==> src/rtl/psr_pkg.sv <==
// Shared definitions for param_super_register: the 4-bit operation codes
// used by the RTL and by anything that drives the block.
package psr_pkg;

    typedef logic [3:0] mode_t;

    localparam mode_t MODE_HOLD = 4'b0000;
    localparam mode_t MODE_SHL  = 4'b0001;
    localparam mode_t MODE_SHR  = 4'b0010;
    localparam mode_t MODE_CLR  = 4'b0011;
    localparam mode_t MODE_SET  = 4'b0100;
    localparam mode_t MODE_UP   = 4'b0101;
    localparam mode_t MODE_DOWN = 4'b0110;
    localparam mode_t MODE_LOAD = 4'b0111;
    localparam mode_t MODE_ROTL = 4'b1000;
    localparam mode_t MODE_ROTR = 4'b1001;
    localparam mode_t MODE_ASHR = 4'b1010;
    localparam mode_t MODE_INV  = 4'b1011;

endpackage

==> src/rtl/psr_counter.sv <==
// Combinational up/down step for the super register: next count value plus
// a flag that is raised whenever the step starts at the limit in its direction.
module psr_counter #(
    parameter int WIDTH    = 8,
    parameter bit SATURATE = 1'b0
) (
    input  logic             up,
    input  logic [WIDTH-1:0] q,
    output logic [WIDTH-1:0] next,
    output logic             boundary
);

    localparam logic [WIDTH-1:0] ONE = {{(WIDTH-1){1'b0}}, 1'b1};

    always_comb begin
        boundary = up ? (q == '1) : (q == '0);
        if (boundary && SATURATE) begin
            next = q;
        end else if (up) begin
            next = q + ONE;
        end else begin
            next = q - ONE;
        end
    end

endmodule

==> src/rtl/param_super_register.sv <==
// Parameterised multi-mode register: shift, rotate, count, load and bitwise
// operations selected by mode, one result per rising clock edge.
module param_super_register
    import psr_pkg::*;
#(
    parameter int               WIDTH     = 8,
    parameter logic [WIDTH-1:0] RESET_VAL = '0,
    parameter bit               SATURATE  = 1'b0
) (
    input  logic             clk,
    input  logic             rst_n,
    input  logic             en,
    input  logic [3:0]       mode,
    input  logic [WIDTH-1:0] load,
    input  logic             lsi,
    input  logic             rsi,
    output logic [WIDTH-1:0] q,
    output logic             so,
    output logic             co
);

    logic [WIDTH-1:0] q_nxt;
    logic             so_nxt;
    logic             co_nxt;
    logic [WIDTH-1:0] cnt_next;
    logic             cnt_flag;

    psr_counter #(
        .WIDTH    (WIDTH),
        .SATURATE (SATURATE)
    ) u_counter (
        .up       (mode == MODE_UP),
        .q        (q),
        .next     (cnt_next),
        .boundary (cnt_flag)
    );

    always_comb begin
        // NOTE: every output gets a default first so no path through the case infers a latch.
        q_nxt  = q;
        so_nxt = so;
        co_nxt = 1'b0;
        if (en) begin
            case (mode)
                MODE_SHL: begin
                    q_nxt  = {q[WIDTH-2:0], lsi};
                    so_nxt = q[WIDTH-1];
                end
                MODE_SHR: begin
                    q_nxt  = {rsi, q[WIDTH-1:1]};
                    so_nxt = q[0];
                end
                MODE_CLR:  q_nxt = '0;
                MODE_SET:  q_nxt = '1;
                MODE_UP, MODE_DOWN: begin
                    q_nxt  = cnt_next;
                    co_nxt = cnt_flag;
                end
                MODE_LOAD: q_nxt = load;
                MODE_ROTL: begin
                    q_nxt  = {q[WIDTH-2:0], q[WIDTH-1]};
                    so_nxt = q[WIDTH-1];
                end
                MODE_ROTR: begin
                    q_nxt  = {q[0], q[WIDTH-1:1]};
                    so_nxt = q[0];
                end
                MODE_ASHR: begin
                    q_nxt  = {q[WIDTH-1], q[WIDTH-1:1]};
                    so_nxt = q[0];
                end
                MODE_INV:  q_nxt = ~q;
                default:   ;  // reserved codes behave as hold
            endcase
        end
    end

    always_ff @(posedge clk) begin
        // NOTE: non-blocking so q, so and co all update from the same pre-edge values.
        if (!rst_n) begin
            q  <= RESET_VAL;
            so <= 1'b0;
            co <= 1'b0;
        end else begin
            q  <= q_nxt;
            so <= so_nxt;
            co <= co_nxt;
        end
    end

endmodule

==> config.mk <==
export PLATFORM = sky130hd
export DESIGN_NAME = param_super_register
export DESIGN_NICKNAME = d
export VERILOG_FILES = /design/src/rtl/psr_pkg.sv /design/src/rtl/psr_counter.sv /design/src/rtl/param_super_register.sv
export SDC_FILE = /design/constraint.sdc
export NUM_CORES = 1
export LEC_CHECK = 0
export ABC_AREA = 1
export BUFFER_PORTS_ARGS = -buffer_cell sky130_fd_sc_hd__buf_2
export CAP_MARGIN = 20
export CELL_PAD_IN_SITES_DETAIL_PLACEMENT = 1
export CELL_PAD_IN_SITES_GLOBAL_PLACEMENT = 1
export CORE_ASPECT_RATIO = 0.6
export CORE_MARGIN = 4
export CORE_UTILIZATION = 36
export CTS_CLUSTER_SIZE = 30
export DETAILED_ROUTE_END_ITERATION = 7
export PLACE_DENSITY_LB_ADDON = 0.1
export SYNTH_ARGS = -nofsm -noshare
export SYNTH_HDL_FRONTEND = slang
export SYNTH_SLANG_ARGS = --single-unit
==> constraint.sdc <==
create_clock -name clk -period 2.4 [get_ports clk]
set_clock_uncertainty 0.15 [all_clocks]
set_input_delay 0.24 -clock clk [delete_from_list [all_inputs] [get_ports clk]]
set_output_delay 0.24 -clock clk [all_outputs]
set_load 0.02 [all_outputs]
==> results.md <==
* Die Span Y at 53.30 µm
* Clock root cell: clkbuf_8
* Largest family of logic cells by synthesized area: simple AND/OR/NAND/NOR gates
* DRC at 0
* Layout cell share with drive strength beyond 1 at 20.70%
* Tot GR Track Use at 22.45%
* Mux share of post-synthesis cell area at 0%
* Rel. slew slack at 67.03%
* Main synth FF type: dfxtp_1
* EDFF count, synth at 0
* Setup TNS at 0 ps
* Initial Util at 37.73%
* Switching Fraction at 41.71%
* CTS buffer count at 3
* Setup-failing EPs final at 0
* ANT cells at 0
* Sw power at 279.3 µW
* Pre-CTS WS at 5.210 ps
* Drt first pass iters at 4
* Outcome: finished clean
* Worst setup margin at 321.6 ps
* Synth area leader: nand2_1
* First-pass GRT wire length at 7610 µm
* Combinational Power Share at 45.2%
* Max_cap viols at 0
* Hold Path Class: in -> reg
* Clk pwr share at 26.8%
* Crit. End Element: flip-flop
* Final nets at 282
* Syn_nets at 245
* Worst Path Required at 2430 ps
* Largest net degree at the start of global routing at 10
* Vias in the first global route at 1,449
* Most common cell in the netlist: nand2_1
* Ys async rst share at 0%
* Core outline area at 3263 µm²
* Clock Tree Buf Depth at 2
* CTS tree: done
* Peak VDD IR at 0.2950 mV
* Vias per inst at 5.239
* Critical Path Source Type: primary input
* Final GP Congestion at 0.8559
* Ranking of synthesized cells by area: nand2_1 22%, dfxtp_1 16%, nand3_1 9.3%
* FP Rows at 16
* Total Wirelength at 4619 µm
* FF+latch count, synth at 10
* Clk_lat worst skew at 240 ps
* Total grt overflow at 0
* Worst-margin pin slew at 494.1 ps
* # IOs at 27
* Vias at 1,577
* Crit path kind: in -> reg
* RSZ-0062 raised after global routing: false
* CTS H-tree lvls at 1
* Tmin final at 2078 ps
* P_int at 390.5 µW
* Die X at 83.50 µm
* Cells after synthesis at 221
* Leakage at 0.0007964 µW
* Crit path max fanout at 7
* Commonest cells post-synth: 71 x nand2_1, 30 x inv_1, 23 x nand3_1
* Tcrit/Tclk final at 86.60%
* Top cell type's share of synthesized area at 21.65%
* Initial antenna violation count at 0
* Critical path arrival at 2110 ps
* Routed len/inst at 15.35 µm
* PwrDens at 444.6 nW/µm²
* Compound-Gate Fraction of Synth Area at 18.50%
* Final Hold Fails at 0
* DIE AREA at 4450 µm²
* Hold Worst Slack at 135.4 ps
* CTS clk-pin slew, worst paths at 50 ps
* Clock sinks at 10
* Antenna viol nets, final at 0
* Setup bufs post-CTS at 0
* Simple-Gate Fraction of Synth Area at 47.46%
* PortBufs at 26
* Mapped cell area at 1231 µm²
* Sequential share of power at 28.0%
* Synthesis-to-finish area growth at 22.36%
* Synthesized area per cell at 5.571 µm²
* Seq/Total Area, Yosys at 16.26%
* Drt first-iter violations at 106
* Max frequency at 481.1 MHz
* Max-slew violations at 0
* Yosys warns at 0
* DPL Wire Length at 3820 µm
* Distinct cell type count after synthesis at 27
* XOR/XNOR Fraction of Synth Area at 0%
* Adder-cell area share of the yosys netlist at 7.724%
==> power groups by stage <==
stage | combinational (µW) | sequential, µW | clock [µW]
2_1_floorplan | 179 | 208 | 0
6_report | 303 | 187 | 180
3_3_place_gp | 297 | 190 | 0
4_1_cts | 301 | 187 | 180
5_1_grt | 344 | 189 | 190
3_5_place_dp | 298 | 190 | 0
==> metal layers <==
metal  up-vias  global-route usage, %  wire, µm
met4         0                  4.813        39
met1       740                  34.88      2573
met2        42                  30.85      1702
met5         -                      0         0
met3         4                  4.355       304
li1        791                      -         -
==> cell families after synthesis <==
family / Yosys count
adder cells (fa/ha/maj): 7
flip-flops: 10
buffers and inverters: 33
AO/OA/AOI/OAI: 38
AND/OR/NAND/NOR: 133
==> stage by stage <==
| step | instances | utilization, % | cell area, µm² | total power (µW) |
|---|---|---|---|---|
| after global placement | 298 | 44.82 | 1463 | 486.8 |
| after global routing | 301 | 46.17 | 1506 | 722.0 |
| final | 301 | 46.17 | 1506 | 669.8 |
| after CTS | 301 | 46.09 | 1504 | 667.4 |
| after detailed placement | 298 | 44.82 | 1463 | 488.1 |
| after floorplan | 221 | - | 1231 | 386.9 |
==> placed cells by master (no fill, tap or decap), types with 4 or more instances in the layout <==
cell / count
a21oi_1: 14
nor2_1: 22
buf_4: 6
nand2_2: 6
o21ai_0: 10
dfxtp_1: 10
nand2_1: 70
buf_2: 26
inv_1: 30
o21ai_1: 4
nor2_2: 4
nand3_1: 23
ha_1: 6
==> worst max-delay path: stages <==
cell,delay [ps]
buf_2,110
inv_1,50
nor2_1,230
nand2_2,200
ha_1,420
nand2_1,90
nor2_1,170
inv_1,60
nor2_1,110
nor2_1,50
nand2_1,50
nand3_1,60
nand2_1,90
nand2_1,60
a21oi_2,100
==> path summary, 6_finish.rpt <==
path                        to  slack, ps  depth (start not counted)               from
max          q[7]$_SDFFE_PN0P_        320                         15            mode[0]
min              co$_SDFF_PN0_        140                          3                 en
max reg2reg  q[6]$_SDFFE_PN0P_        550                         11  q[0]$_SDFFE_PN0P_
min reg2reg    so$_SDFFE_PN0P_        330                          2    so$_SDFFE_PN0P_
==> sequential cells by signal, summed over array words and instances (netlist names) <==
signal,count
so,1
q,8
co,1
==> final cells by class <==
| type | count | area (µm²) |
|---|---|---|
| clock buffer | 3 | 41.29 |
| inverter | 33 | 123.9 |
| sequential | 10 | 200.2 |
| multi-input combinational | 178 | 909.6 |
| tap | 45 | 56.30 |
| fill | 490 | 1757 |
| timing repair buffer | 32 | 175.2 |
==> timing repair <==
item | 4_1_cts | 5_1_grt
endpoints found under the setup margin | 0 | 1
gates resized for setup | 0 | 1
hold buffers | 0 | 0
Note: power is estimated with default switching activity, not from simulation.
